===== config.mk =====
export PLATFORM = sky130hd
export DESIGN_NAME = approx_mult_evaluator
export DESIGN_NICKNAME = d
export VERILOG_FILES = /design/src/rtl/approx_eval_pkg.sv /design/src/rtl/approx_eval_fail_buf.sv /design/src/rtl/approx_mult_evaluator.sv
export SDC_FILE = /design/constraint.sdc
export NUM_CORES = 1
export LEC_CHECK = 0
export CAP_MARGIN = 20
export CORE_ASPECT_RATIO = 1.1
export CORE_MARGIN = 1
export CORE_UTILIZATION = 53
export DETAILED_ROUTE_END_ITERATION = 10
export PLACE_DENSITY = 0.94
export SLEW_MARGIN = 15
export SYNTH_ARGS = -nofsm -noshare
export SYNTH_HDL_FRONTEND = slang
export SYNTH_SLANG_ARGS = --single-unit

===== constraint.sdc =====
create_clock -name clk -period 12 [get_ports clk]
set_clock_uncertainty 0.1 [all_clocks]
set_input_delay 2.4 -clock clk [delete_from_list [all_inputs] [get_ports clk]]
set_output_delay 2.4 -clock clk [all_outputs]
set_load 0.01 [all_outputs]

===== src/rtl/approx_eval_pkg.sv =====
// approx_eval_pkg
//   Shared definitions for the approximate-multiplier evaluator:
//   - state_e     : sweep FSM states (IDLE, SWEEP, DONE)
//   - vec_count   : number of operand pairs for operand width w, 2^(2w)
//   - err_cnt_w   : width of the mismatch counter (holds up to 2^(2w))
//   - max_err_w   : width of the largest absolute error
//   - sum_err_w   : width of the summed absolute error (2^(2w) * (2^(2w)-1) fits)
package approx_eval_pkg;

    typedef enum logic [1:0] {
        ST_IDLE  = 2'd0,
        ST_SWEEP = 2'd1,
        ST_DONE  = 2'd2
    } state_e;

    function automatic int vec_count(input int w);
        return 1 << (2 * w);
    endfunction

    function automatic int err_cnt_w(input int w);
        return 2 * w + 1;
    endfunction

    function automatic int max_err_w(input int w);
        return 2 * w;
    endfunction

    function automatic int sum_err_w(input int w);
        return 4 * w;
    endfunction

endpackage


===== src/rtl/approx_eval_fail_buf.sv =====
// approx_eval_fail_buf
//   Single-entry valid/ready holding register for failing vectors.
//   Ports:
//     clk, rst_n   : clock, asynchronous active-low reset
//     push_i       : a failing vector wants to load this cycle
//     din_i        : failing vector payload
//     can_load_o   : register is empty or being drained this cycle; a push
//                    is taken only when this is high (drives the sweep stall)
//     valid_o      : payload held on dout_o
//     ready_i      : consumer accepts the held payload
//     dout_o       : held payload, stable while valid_o && !ready_i
module approx_eval_fail_buf #(
    parameter int DW = 8
) (
    input  logic          clk,
    input  logic          rst_n,
    input  logic          push_i,
    input  logic [DW-1:0] din_i,
    output logic          can_load_o,
    output logic          valid_o,
    input  logic          ready_i,
    output logic [DW-1:0] dout_o
);

    logic          valid_q;
    logic [DW-1:0] data_q;

    assign can_load_o = !valid_q || ready_i;
    assign valid_o    = valid_q;
    assign dout_o     = data_q;

    always_ff @(posedge clk or negedge rst_n) begin
        if (!rst_n) begin
            valid_q <= 1'b0;
            data_q  <= '0;
        end else if (push_i && can_load_o) begin
            // Load wins over drain: the old entry leaves as the new one enters.
            valid_q <= 1'b1;
            data_q  <= din_i;
        end else if (ready_i) begin
            valid_q <= 1'b0;
        end
    end

endmodule


===== src/rtl/approx_mult_evaluator.sv =====
// approx_mult_evaluator
//   Exhaustively sweeps every {a,b} operand pair through an external
//   combinational multiplier, compares each returned product with the exact
//   unsigned product and accumulates error statistics.
//   Optional feature macro: APPROX_EVAL_FAIL_STREAM_EN -- when defined, each
//   failing vector is streamed out through a single-entry valid/ready register
//   and the sweep stalls while that register cannot accept a new entry. When
//   undefined, fail_* outputs are tied to 0 and fail_ready is ignored.
//   Ports:
//     clk, rst_n              : clock, asynchronous active-low reset
//     start                   : request a sweep (sampled only in IDLE)
//     busy, done              : sweep in progress / one-cycle completion pulse
//     mul_a, mul_b            : operands driven to the multiplier
//     mul_p                   : product returned combinationally
//     err_count               : number of mismatching vectors
//     max_abs_err             : largest absolute error
//     sum_abs_err             : sum of absolute errors
//     fail_valid, fail_ready  : failing-vector handshake
//     fail_a, fail_b          : operands of the failing vector
//     fail_p, fail_exp        : returned and exact product of the failing vector
module approx_mult_evaluator
    import approx_eval_pkg::*;
#(
    parameter int W = 2
) (
    input  logic                       clk,
    input  logic                       rst_n,
    input  logic                       start,
    output logic                       busy,
    output logic                       done,
    output logic [W-1:0]               mul_a,
    output logic [W-1:0]               mul_b,
    input  logic [2*W-1:0]             mul_p,
    output logic [err_cnt_w(W)-1:0]    err_count,
    output logic [max_err_w(W)-1:0]    max_abs_err,
    output logic [sum_err_w(W)-1:0]    sum_abs_err,
    output logic                       fail_valid,
    input  logic                       fail_ready,
    output logic [W-1:0]               fail_a,
    output logic [W-1:0]               fail_b,
    output logic [2*W-1:0]             fail_p,
    output logic [2*W-1:0]             fail_exp
);

    localparam int CW    = 2 * W;
    localparam int ERR_W = err_cnt_w(W);
    localparam int MAX_W = max_err_w(W);
    localparam int SUM_W = sum_err_w(W);
    localparam logic [CW-1:0] VEC_LAST = CW'(vec_count(W) - 1);

    state_e             state_q, state_d;
    logic [CW-1:0]      cnt_q, cnt_d;
    logic [ERR_W-1:0]   err_q, err_d;
    logic [MAX_W-1:0]   max_q, max_d;
    logic [SUM_W-1:0]   sum_q, sum_d;

    logic [CW-1:0]      exp_p;
    logic [CW-1:0]      abs_err;
    logic               mismatch;
    logic               can_load;
    logic               vec_adv;

    // Counter is the operand register: b in the low bits, a in the high bits.
    assign mul_a = cnt_q[CW-1:W];
    assign mul_b = cnt_q[W-1:0];

    assign exp_p    = CW'(mul_a) * CW'(mul_b);
    assign abs_err  = (mul_p >= exp_p) ? (mul_p - exp_p) : (exp_p - mul_p);
    assign mismatch = (state_q == ST_SWEEP) && (mul_p != exp_p);
    // A failing vector only retires once its failure has somewhere to go.
    assign vec_adv  = !mismatch || can_load;

    assign busy        = (state_q == ST_SWEEP);
    assign done        = (state_q == ST_DONE);
    assign err_count   = err_q;
    assign max_abs_err = max_q;
    assign sum_abs_err = sum_q;

    always_comb begin
        state_d = state_q;
        cnt_d   = cnt_q;
        err_d   = err_q;
        max_d   = max_q;
        sum_d   = sum_q;
        case (state_q)
            ST_IDLE: begin
                if (start) begin
                    state_d = ST_SWEEP;
                    cnt_d   = '0;
                    err_d   = '0;
                    max_d   = '0;
                    sum_d   = '0;
                end
            end
            ST_SWEEP: begin
                if (vec_adv) begin
                    if (mismatch) begin
                        err_d = err_q + ERR_W'(1);
                        sum_d = sum_q + SUM_W'(abs_err);
                        if (abs_err > max_q) max_d = abs_err;
                    end
                    if (cnt_q == VEC_LAST) state_d = ST_DONE;
                    else                   cnt_d   = cnt_q + CW'(1);
                end
            end
            ST_DONE: state_d = ST_IDLE;
            default: state_d = ST_IDLE;
        endcase
    end

    always_ff @(posedge clk or negedge rst_n) begin
        if (!rst_n) begin
            state_q <= ST_IDLE;
            cnt_q   <= '0;
            err_q   <= '0;
            max_q   <= '0;
            sum_q   <= '0;
        end else begin
            state_q <= state_d;
            cnt_q   <= cnt_d;
            err_q   <= err_d;
            max_q   <= max_d;
            sum_q   <= sum_d;
        end
    end

`ifdef APPROX_EVAL_FAIL_STREAM_EN
    logic [3*CW-1:0] fb_dout;

    approx_eval_fail_buf #(
        .DW (3 * CW)
    ) u_fail_buf (
        .clk        (clk),
        .rst_n      (rst_n),
        .push_i     (mismatch),
        .din_i      ({mul_a, mul_b, mul_p, exp_p}),
        .can_load_o (can_load),
        .valid_o    (fail_valid),
        .ready_i    (fail_ready),
        .dout_o     (fb_dout)
    );

    assign {fail_a, fail_b, fail_p, fail_exp} = fb_dout;
`else
    logic fail_ready_unused;

    assign fail_ready_unused = fail_ready;
    assign can_load          = 1'b1;
    assign fail_valid        = 1'b0;
    assign fail_a            = '0;
    assign fail_b            = '0;
    assign fail_p            = '0;
    assign fail_exp          = '0;
`endif

endmodule


# ---- After elaboration in Yosys (flattened, before gate mapping)
# Index checks and enable logic that the tools add are counted.
dict set report classes {
  addsub 5
  multipliers 1
  order_cmp 2
  n_eq_ne 9
  n_mux 16
  n_reduce_logical 7
}
# cell count
set ops {}
lappend ops {{2-to-1 mux 4 bit} 5}
lappend ops {{2-to-1 mux 8 bit} 2}
lappend ops {{case mux 4 bit (2 select lines)} 2}
lappend ops {{case mux 8 bit (2 select lines)} 1}
lappend ops {{2-to-1 mux 5 bit} 2}
lappend ops {{case mux 5 bit (2 select lines)} 1}
lappend ops {{adder 8 x 4 -> 8 bit} 1}
lappend ops {{subtractor 4 bit} 2}
lappend ops {{!= test 2 x 1 -> 1 bit (second input constant)} 3}
lappend ops {{AND reduction 3 bit} 2}
lappend ops {{adder 5 x 1 -> 5 bit (second input constant)} 1}
lappend ops {{adder 4 x 1 -> 4 bit (second input constant)} 1}
lappend ops {{== test 4 bit (second input constant)} 1}
lappend ops {{>= comparator 4 bit} 1}
lappend ops {{greater-than comparator 4 bit} 1}
lappend ops {{multiplier 2 x 2 -> 4 bit} 1}
lappend ops {{2-to-1 mux 2 bit} 2}
lappend ops {{!= test 2 bit (second input constant)} 2}
lappend ops {{!= test 4 bit} 1}
lappend ops {{case mux 2 bit (2 select lines)} 1}
lappend ops {{AND reduction 4 bit} 1}
lappend ops {{== test 2 x 1 -> 1 bit (second input constant)} 1}
lappend ops {{== test 2 bit (second input constant)} 1}
lappend ops {{logical NOT 2 bit} 1}
lappend ops {{3 further kinds} 3}
dict set report word_totals {
  regBits 23
  in_bits 8
  out_inout_bits 36
  wordCells 45
}

# ---- Depth between registers and ports, before layout
# Gate-level depths: netlist of the first run.
dict set report logic_depth {
  word_depth 7
  depth_mapped 16
  depth_no_buf 15
}

# ---- Least setup slack after synthesis of the first run
# OpenSTA, ideal clock, no wires.
dict set report synth_timing {
  path_kind {input -> register}
  startpoint {input mul_p[2]}
  endpoint {register max_q[0] (netlist: max_abs_err[0])}
  t_arrival_ps 5100
  t_required_ps 11775
  slack_ps 6676
  cell_stages 12
  path_buffers 1
  cell_sequence {inv_1 -> ha_1 -> buf_6 -> a41oi_1 -> nor3b_1 -> mux2_2 -> mux2i_1 -> ha_1 -> a21oi_1 -> a21oi_1 -> o21ai_0 -> mux2_2}
}
dict set report synth_between {
  elab_chain_len 5
}
# item line
set synth_rtl {}
lappend synth_rtl {{start: declaration} approx_mult_evaluator.sv:33} ;# input logic [2*W-1:0] mul_p,
lappend synth_rtl {{subtractor 4 bit or >= comparator 4 bit (tied branches)} approx_mult_evaluator.sv:68} ;# assign abs_err = (mul_p >= exp_p) ? (mul_p - exp_p) : (exp_p - mul_p);
lappend synth_rtl {{2-to-1 mux 4 bit} approx_mult_evaluator.sv:68}
lappend synth_rtl {{greater-than comparator 4 bit or 2-to-1 mux 4 bit (tied branches)} approx_mult_evaluator.sv:100} ;# if (abs_err > max_q) max_d = abs_err;
lappend synth_rtl {{!= test 2 x 1 -> 1 bit (no line) or 2-to-1 mux 4 bit (tied branches)} --}
lappend synth_rtl {{AND reduction 4 bit (no line) or case mux 4 bit (2 select lines) (tied branches)} --}
lappend synth_rtl {{end signal: assignment} approx_mult_evaluator.sv:122} ;# max_q <= max_d;
lappend synth_rtl {{end: declaration} approx_mult_evaluator.sv:54} ;# logic [MAX_W-1:0] max_q, max_d;
# Parallel ways exist; a longest one is shown, timed or not. The select of a mux whose other input is x is not followed.
# A chain may end at the register's enable or synchronous reset.

# ---- Final worst setup path of the first run
dict set report layout_timing {
  startpoint {input mul_p[1]}
  endpoint {register max_q[1] (netlist: max_abs_err[1])}
}
# The elaborated chain is that of the path after synthesis.

==> summary.txt, run 1 <==
Run status
  • Outcome: finished, violations left
  • Failing checks: design-rule violations

Setup path
  • Reg2reg start: cnt_q[2]
  • Worst reg2reg path depth: 13
  • Worst EP required: 12110 ps
  • Critical Setup Path Class: input pin to flip-flop
  • Maximum fanout along the worst path: 4
  • CP Capture Type: flip-flop
  • Worst Path Arrival: about 6100 ps
  • R2R Setup Slk: ~7500 ps
  • Worst r2r dst: max_abs_err[1]
  • Startpoint types: input pin

Power
  • Switching Fraction: 0.452
  • P_sw: 276 uW
  • Clock power share: 0.059
  • Lkg Pwr: 0.000963 uW
  • Power Total: between 600 and 700 uW
  • Sequential power share: 0.251
  • Comb pwr share: 0.690
  • Int Power: approximately 330 uW
  • Pwr dens: about 300 nW/um^2
  • Peak supply drop: around 0.00018 V

Clock network
  • Worst-path clk slew: between 100 and 150 ps
  • TritonCTS clock tree: built
  • H-tree depth: 1
  • CTS root buffer: clkbuf_4
  • Setup Fix Bufs, Post-CTS: 0
  • Hold Buf Count CTS: 0
  • # clock sinks: 23
  • Post-CTS sizing: 0
  • CTS Buf Count: 3
  • Max clock buf depth: 2
  • Clock Latency Late Sink: 310 ps

Finish
  • Layout net count: approximately 250
  • Fin area: between 2000 and 2500 sq um
  • Post-layout util: 0.653
  • Most frequent cells in the layout: 29 x clkdlybuf4s50_1, 23 x dfrtp_1, 19 x ha_1, 18 x nand2_1, 15 x inv_1
  • Antenna diodes: 0
  • Layout cell share with drive strength beyond 1: 0.0737
  • Synth-to-Final Area Change: 15.3%
  • Most common cell after layout, fill and taps aside: clkdlybuf4s50_1

Hold path
  • HP Start: max_abs_err[2]
  • Hold WC Path Type: flip-flop to flip-flop
  • Worst hold path depth: 1
  • Hold endpoint: max_abs_err[2]

Global routing
  • Vias in the first global route: ~1300
  • Initial antenna violation count: 0
  • Tot GR Track Use: 0.201
  • First-pass GRT wire length: around 5.7 mm
  • Largest net degree at the start of global routing: 24
  • GRT Residual Overflow: 0

Drt
  • M1 WL: around 1.5 mm
  • DRC Markers: 6
  • Antenna Nets Post-Route: 0
  • Highest routed layer: met4
  • 1st-iter DRT viols: 34
  • DR vias/cell: between 5 and 6
  • Vias: about 1400
  • Final wirelength: ~3.5 mm
  • Met3 wire len: 110 microns
  • Routed length per instance: between 10 and 15 microns
  • Detailed Routing Iterations Pass 1: 7
  • Met2 wire length: between 1.5 and 2 mm

Synthesis
  • Post-synth EDFFs: 0
  • Register area share after synthesis: 0.325
  • Synthesis Warnings: 0
  • Mapped Avg Cell Area: about 9.4 sq um
  • Synthesized area: approximately 1800 sq um
  • Main synth FF type: dfrtp_1
  • Synth top area share: 0.325
  • Cell taking the most area after synthesis: dfrtp_1
  • Seq cells post-synth: 23
  • Syn Inst Count: between 150 and 200
  • Ys async rst share: 1.00
  • Count of cell types in the netlist: 45
  • Top post-synthesis cells by area: dfrtp_1 32%, ha_1 13%, buf_4 5.5%, nand2_1 3.8%, fa_1 3.4%

Die
  • Core Footprint: 3130 sq um
  • Full die area: ~3600 sq um
  • Row Count: 21
  • Die H: 62.6 microns
  • I/O pin total: 44
  • Starting Density: 0.567
  • Die width: between 50 and 60 microns

Place
  • Dpl hpwl: 2.76 mm
  • Cell Area, Placed: between 2000 and 2500 sq um
  • Port buffer count: 29
  • Pre-CTS setup slack: ~5700 ps
  • RePlAce Congestion: ~0.84

Timing
  • Setup ws final: roughly 6000 ps
  • Setup TNS: 0 ps
  • # setup viols final: 0
  • Slew Limit Headroom: 0.653
  • Final period util: 0.500
  • Worst Tran Pin Value: slightly above 500 ps
  • Fmax: ~170 MHz
  • Max Slew Vio Count: 0
  • Final Critical Period: around 6000 ps
  • Hold Violations, Final: 0
  • RSZ-0062 raised after global routing: no

Run
  • Max-Cap Viols: 0
logic make-up after synthesis:
| logic type | count (synthesis) | share of synthesized area |
|---|---|---|
| fa+ha+maj | 22 | 0.168 |
| flops | 23 | 0.325 |
| simple gates | 60 | 0.180 |
| buf+inv | 33 | 0.121 |
| xor+xnor | 7 | 0.0346 |
| other cells | 1 | 0.00212 |
| mux | 6 | 0.0367 |
| compound gates | 36 | 0.133 |
through the flow:
stage / cells / hold WS [ps]
floorplan: 200 / 431
CTS: 250 / 434
detailed placement: 246 / 405
global route: 251 / 473
global placement: 246 / 403
finish: 251 / 432
routing by layer:
layer  GRT usage  vias to the layer above
met1       0.248                      691
met2       0.362                       33
met3      0.0186                        5
met5           0                        -
met4      0.0671                        0
li1            -                      685
registers in the layout, summed over array words and instances (netlist names):
| signal | flops |
|---|---|
| cnt_q | 4 |
| err_count | 5 |
| max_abs_err | 4 |
| state_q | 2 |
| sum_abs_err | 8 |
cells in the mapped netlist, types with 3 or more instances:
library cell and number:
xor2_1 5, nor2_1 11, dfrtp_1 23, fa_1 3, buf_4 13, o31ai_1 3
nand3_1 10, mux2_2 4, inv_1 15, a21oi_1 7, o21ai_0 11, nand4_1 3
nand2_1 18, nor2b_1 4, and2_1 4, ha_1 19
power groups by stage:
| stage | logic (uW) | clock network (uW) | registers [uW] |
|---|---|---|---|
| final | 421 | 36.0 | 153 |
| after global routing | 467 | 39.9 | 159 |
| after floorplan | 285 | 0 | 163 |
| after global placement | 395 | 0 | 153 |
| after CTS | 420 | 36.3 | 153 |
| after detailed placement | 420 | 0 | 154 |
final cells by class:
cell class	count	area, sq um
multi-input combinational	144	1030
tap	34	42.5
fill	247	1080
inverter	16	65.1
clock buffer	4	26.3
timing repair buffer	30	305
sequential	23	576
critical path, stage by stage:
cell             delay, ps
clkdlybuf4s50_1        550
inv_1                  100
ha_1                   340
a41oi_1                370
nor3b_1                260
mux2_2                 360
mux2i_1                320
ha_1                   330
a21oi_1                150
a21oi_1                100
o21ai_0                440
mux2_2                 400
worst max-delay path by stage:
stage,startpoint,to,cells past startpoint
final,mul_p[1],max_abs_err[1],12
after global routing,mul_p[1],max_abs_err[1],12
after CTS,mul_p[1],max_abs_err[1],12
after detailed placement,mul_p[1],max_abs_err[1],12
after global placement,mul_p[1],max_abs_err[1],12
after floorplan,mul_p[2],max_abs_err[0],12
Power figures use the tool's default switching activity.
==> run 2: changes to the inputs <==
--- a/config.mk
+++ b/config.mk
@@ -8,9 +8,9 @@
 export CAP_MARGIN = 20
 export CORE_ASPECT_RATIO = 1.1
 export CORE_MARGIN = 1
-export CORE_UTILIZATION = 53
+export CORE_UTILIZATION = 45
 export DETAILED_ROUTE_END_ITERATION = 10
-export PLACE_DENSITY = 0.94
+export PLACE_DENSITY = 0.86
 export SLEW_MARGIN = 15
 export SYNTH_ARGS = -nofsm -noshare
 export SYNTH_HDL_FRONTEND = slang
==> constraint.sdc (replaced) <==
create_clock -name clk -period 4.95 [get_ports clk]
set_clock_uncertainty 0.1 [all_clocks]
set_input_delay 0.99 -clock clk [delete_from_list [all_inputs] [get_ports clk]]
set_output_delay 0.99 -clock clk [all_outputs]
set_load 0.01 [all_outputs]
==> run 2 against run 1 <==
  * The run now ends clean
  * Clock power grew to 3.2 times the previous value
  * Combinational power grew 140%
  * Largest power group unchanged
  * Design area grew 2.7%
  * Worst hold slack is essentially flat
  * Sequential power grew 140%
==> summary.txt, run 2 (synthesis results as in run 1) <==
Die
  • Full die area: 4190 sq um (+17%)
  • Die H: 67.8 microns (+8.3%)
  • Die width: 61.8 microns (+8.2%)
  • Starting Density: 0.477 (-0.0894)
  • I/O pin total: 44 (unchanged)
  • Core Footprint: 3710 sq um (+19%)
  • Row Count: 23 (+9.5%)

Hold path
  • Hold WC Path Type: flip-flop to flip-flop

Clock network
  • CTS Buf Count: 3 (unchanged)
  • Max clock buf depth: 2 (unchanged)
  • CTS root buffer: clkbuf_8
  • Post-CTS sizing: 0 (unchanged)
  • Hold Buf Count CTS: 0 (unchanged)
  • H-tree depth: 1 (unchanged)
  • Worst-path clk slew: 80 ps (-40 ps)
  • Setup Fix Bufs, Post-CTS: 0 (unchanged)
  • Clock Latency Late Sink: 260 ps (-50 ps)
  • TritonCTS clock tree: built
  • # clock sinks: 23 (unchanged)

Setup path
  • Startpoint types: input pin
  • Critical Setup Path Class: input pin to flip-flop
  • Worst EP required: 5000 ps (-7110 ps)
  • Worst Path Arrival: 4580 ps (-1530 ps)
  • R2R Setup Slk: 740 ps (-6800 ps)
  • CP Capture Type: flip-flop
  • Critical Path, Cell by Cell: clkdlybuf4s50_1 -> inv_1 -> ha_1 -> a41oi_1 -> nor3b_1 -> mux2_2 -> mux2i_1 -> ha_1 -> a21oi_1 -> a21oi_1 -> o21ai_0 -> mux2_2
  • Slowest stage delay, CP: 530 ps (-20 ps)
  • Maximum fanout along the worst path: 4 (unchanged)
  • Slowest-stage cell, CP: clkdlybuf4s50_1

Timing
  • Slew Limit Headroom: 0.667 (+0.0139)
  • Fmax: roughly 220 MHz
  • Hold Violations, Final: 0 (unchanged)
  • Final period util: 0.915
  • RSZ-0062 raised after global routing: no
  • # setup viols final: 0 (unchanged)
  • Final Critical Period: roughly 4500 ps
  • Max Slew Vio Count: 0 (unchanged)
  • Worst Tran Pin Value: 498 ps (-16.9 ps)
  • Setup TNS: 0 ps (unchanged)

Global routing
  • First-pass GRT wire length: 5.93 mm (+4.0%)
  • Tot GR Track Use: 0.189 (-0.0122)
  • GRT Residual Overflow: 0 (unchanged)
  • Initial antenna violation count: 0 (unchanged)
  • Largest net degree at the start of global routing: 24 (unchanged)
  • Vias in the first global route: 1374 (+6.0%)

Finish
  • Fin area: 2100 sq um (+2.7%)
  • Number of flip-flops in the largest register: 8 (unchanged)
  • Most common cell after layout, fill and taps aside: clkdlybuf4s50_1
  • Most frequent cells in the layout: 29 x clkdlybuf4s50_1, 23 x dfrtp_1, 19 x ha_1, 18 x nand2_1, 15 x inv_1
  • Antenna diodes: 0 (unchanged)
  • FILL cells: 319 (+29%)
  • Layout cell share with drive strength beyond 1: 0.0868 (+0.0130)
  • Synth-to-Final Area Change: 18.4%
  • Layout net count: 250 (+0.81%)

Power
  • Pwr dens: 720 nW/um^2 (+140%)
  • Clock power share: 0.075 (+0.016)
  • Int Power: 845 uW (+150%)
  • Lkg Pwr: 0.000983 uW (+2.1%)
  • Switching Fraction: 0.440 (-0.0116)
  • Peak supply drop: 0.000364 V (+110%)
  • P_sw: 665 uW (+140%)
  • Comb pwr share: 0.678 (-0.012)
  • Sequential power share: 0.246 (-0.005)

Place
  • Cell Area, Placed: 2040 sq um (+1.8%)
  • RePlAce Congestion: 0.942 (+12%)
  • Port buffer count: 29 (unchanged)
  • Dpl hpwl: 2.69 mm (-2.6%)

Run
  • Max-Cap Viols: 0 (unchanged)

Drt
  • Routed length per instance: 12.7 microns (-9.0%)
  • Vias: 1369 (-3.2%)
  • Antenna Nets Post-Route: 0 (unchanged)
  • Final wirelength: 3.43 mm (-2.5%)
  • DR vias/cell: 5.09 (-9.7%)
  • 1st-iter DRT viols: 82 (+140%)
  • Detailed Routing Iterations Pass 1: 4 (-3)
  • DRC Markers: 0 (-6)

Run status
  • Outcome: finished clean
==> run 2: changes by cell type in the layout (fill, tap and decap cells not counted), sizes merged <==
cell,delta
buf,+2
clkinv,+1
clkbuf,-1
==> run 2: final timing paths <==
| kind | startpoint | to | cells after the start |
|---|---|---|---|
| worst min-delay path | max_abs_err[2] | max_abs_err[2] | 1 |
| worst max-delay path | mul_p[1] | max_abs_err[0] | 12 |
| worst min register to register | max_abs_err[2] | max_abs_err[2] | 1 |
| min in group asynchronous | rst_n | cnt_q[3] | 1 |
| max in group asynchronous | rst_n | sum_abs_err[5] | 2 |
| worst max register to register | cnt_q[2] | max_abs_err[0] | 14 |
==> run 2: worst max-delay path, delay by kind of cell <==
kind	cells	cell delay [ps]
simple gates	1	290
mux	3	950
fa+ha+maj	2	620
buf+inv	2	630
compound gates	4	1090
==> run 2: through the flow <==
| step | utilization | instances | worst slack, ps | hold slack, ps | power [uW] |
|---|---|---|---|---|---|
| after floorplan | - | 200 | 970 | 431 | 1090 |
| after global placement | 0.548 | 264 | 318 | 403 | 1350 |
| after detailed placement | 0.548 | 264 | 141 | 412 | 1400 |
| after CTS | 0.561 | 268 | 416 | 431 | 1520 |
| after global routing | 0.565 | 269 | 170 | 461 | 1680 |
| final | 0.565 | 269 | 419 | 432 | 1510 |
==> run 2: cell type report <==
cell class	count	area (sq um)	share of cell area
clock buffer	3	41.3	0.0197
multi-input combinational	144	1030	0.490
sequential	23	576	0.274
timing repair buffer	32	320	0.153
inverter	16	65.1	0.0310
clock inverter	1	5.00	0.00239
tap	50	62.6	0.0298
==> run 2: power groups by stage <==
stage | logic (uW) | clock network, uW | registers (uW)
floorplan | 691 | 0 | 394
detailed placement | 1020 | 0 | 374
CTS | 1030 | 117 | 372
global route | 1170 | 125 | 384
finish | 1020 | 114 | 372
global placement | 981 | 0 | 372
==> run 2: metal layers <==
layer	wire length [microns]	global-route usage	vias to the layer above
met3	63	0.0189	2
li1	-	-	686
met2	1780	0.331	24
met5	0	0	-
met1	1570	0.241	657
met4	21	0.0611	0
==> run 3: changes to the inputs <==
--- a/config.mk
+++ b/config.mk
@@ -7,7 +7,7 @@
 export LEC_CHECK = 0
 export CAP_MARGIN = 20
 export CORE_ASPECT_RATIO = 1.1
-export CORE_MARGIN = 1
+export CORE_MARGIN = 3
 export CORE_UTILIZATION = 45
 export DETAILED_ROUTE_END_ITERATION = 10
 export PLACE_DENSITY = 0.86
==> run 3 against run 2 <==
  * Worst setup slack better by 70 ps
  * Via count up 1.0%
  * Combinational power about the same
  * Die area up 13%
  * Clock power about the same
  * Total power up 1.1%
  * Sequential cell count unchanged
  * Global-route usage down 3.4 points
  * Critical endpoint is now max_abs_err[1]
==> summary.txt, run 3 (synthesis results as in run 1) <==
Timing
  • Final period util: 0.901 (-0.0141)
  • Setup TNS: 0 ps (unchanged)
  • Worst Tran Pin Value: 492 ps (-6.39 ps)
  • Fmax: 224 MHz (+1.6%)
  • Slew Limit Headroom: 0.669 (+0.00184)
  • Max Slew Vio Count: 0 (unchanged)
  • # setup viols final: 0 (unchanged)
  • Final Critical Period: 4460 ps (-69.7 ps)
  • Hold Violations, Final: 0 (unchanged)
  • RSZ-0062 raised after global routing: no

Clock network
  • Hold Buf Count CTS: 0 (unchanged)
  • # clock sinks: 23 (unchanged)
  • TritonCTS clock tree: built
  • Worst-path clk slew: 80 ps (about the same)
  • H-tree depth: 1 (unchanged)
  • Post-CTS sizing: 0 (unchanged)
  • Clock Latency Late Sink: 260 ps (about the same)
  • CTS root buffer: clkbuf_8
  • Setup Fix Bufs, Post-CTS: 0 (unchanged)
  • CTS Buf Count: 3 (unchanged)
  • Max clock buf depth: 2 (unchanged)

Global routing
  • First-pass GRT wire length: 5.83 mm (-1.8%)
  • Initial antenna violation count: 0 (unchanged)
  • GRT Residual Overflow: 0 (unchanged)
  • Tot GR Track Use: 0.154 (-0.0343)
  • Largest net degree at the start of global routing: 24 (unchanged)
  • Vias in the first global route: 1326 (-3.5%)

Drt
  • DR vias/cell: 5.14 (+1.0%)
  • Vias: 1383 (+1.0%)
  • DRC Markers: 0 (unchanged)
  • Detailed Routing Iterations Pass 1: 4 (unchanged)
  • Routed length per instance: 13.3 microns (+4.4%)
  • Antenna Nets Post-Route: 0 (unchanged)
  • 1st-iter DRT viols: 51 (-38%)
  • Final wirelength: 3.58 mm (+4.4%)

Setup path
  • Worst EP required: 5000 ps (about the same)
  • R2R Setup Slk: 730 ps (about the same)
  • Maximum fanout along the worst path: 4 (unchanged)
  • Critical Setup Path Class: input pin to flip-flop
  • Startpoint types: input pin
  • Worst Path Arrival: 4510 ps (-70 ps)
  • CP Capture Type: flip-flop

Place
  • RePlAce Congestion: 0.873 (-7.3%)
  • Dpl hpwl: 2.78 mm (+3.6%)
  • Cell Area, Placed: 2040 sq um (unchanged)
  • Port buffer count: 29 (unchanged)

Die
  • Core Footprint: 3710 sq um (unchanged)
  • Die H: 71.8 microns (+5.9%)
  • Full die area: 4730 sq um (+13%)
  • Starting Density: 0.477 (unchanged)
  • Die width: 65.8 microns (+6.5%)
  • Row Count: 23 (unchanged)
  • I/O pin total: 44 (unchanged)

Finish
  • FILL cells: 314 (-1.6%)
  • Most frequent cells in the layout: 29 x clkdlybuf4s50_1, 23 x dfrtp_1, 19 x ha_1, 18 x nand2_1, 15 x inv_1
  • Synth-to-Final Area Change: 18.3% (about the same)
  • Antenna diodes: 0 (unchanged)
  • Number of flip-flops in the largest register: 8 (unchanged)
  • Layout cell share with drive strength beyond 1: 0.0822 (-0.00457)
  • Multi-input gate area: 1030 sq um (unchanged)
  • Fin area: 2100 sq um (about the same)
  • Most common cell after layout, fill and taps aside: clkdlybuf4s50_1
  • Layout net count: 250 (unchanged)
  • Register area: 576 sq um (unchanged)

Power
  • Pwr dens: 728 nW/um^2 (+1.1%)
  • Peak supply drop: 0.000384 V (+5.5%)
  • Lkg Pwr: 0.000980 uW (-0.27%)

Run status
  • Outcome: finished clean

Hold path
  • Hold WC Path Type: flip-flop to flip-flop

Run
  • Max-Cap Viols: 0 (unchanged)
## run 3: layer usage
metal  vias up  track usage  part of all wire
met5         -            0                 0
met4         0       0.0553            0.0081
met3         4       0.0219             0.028
met2        27        0.261              0.50
met1       665        0.200              0.46
li1        687            -                 -
## run 3: path summary, 6_finish.rpt
| kind | start | end | cells after the start |
|---|---|---|---|
| min | max_abs_err[2] | max_abs_err[2] | 1 |
| max | mul_p[0] | max_abs_err[1] | 14 |
| max in group asynchronous | rst_n | err_count[0] | 2 |
| min reg2reg | max_abs_err[2] | max_abs_err[2] | 1 |
| min in group asynchronous | rst_n | cnt_q[1] | 1 |
| max reg2reg | cnt_q[2] | max_abs_err[1] | 13 |
## run 3: report_power, final
group / leakage, uW / switching (uW) / internal (uW)
Combinational: 0.000671 / 527 / 510
Clock: 0.0000228 / 58.0 / 57.4
Sequential: 0.000287 / 92.4 / 281
## run 3: area by class of cell
cell class	instances	area share
Clock buffer	4	0.0215
Tap cell	50	0.0299
Inverter	16	0.0310
Multi-Input combinational cell	144	0.490
Timing Repair Buffer	32	0.153
Sequential cell	23	0.275
## run 3: per-stage QoR
step                      power (uW)  hold slack (ps)   util  worst slack [ps]  instances
after floorplan                 1090              431      -               970        200
after global placement          1350              405  0.548               327        264
after detailed placement        1400              411  0.548               220        264
after CTS                       1530              430  0.560               499        268
after global routing            1680              454  0.565               207        269
final                           1530              420  0.565               489        269
## run 3: worst max-delay path: stages
cell	delay, ps
clkdlybuf4s50_1	510
inv_1	60
ha_1	220
fa_1	450
nor2b_1	180
o21ai_0	90
nand2_1	120
mux2i_1	350
ha_1	300
nor2b_1	130
o211ai_1	150
a21oi_1	130
o21ai_0	430
mux2_2	390
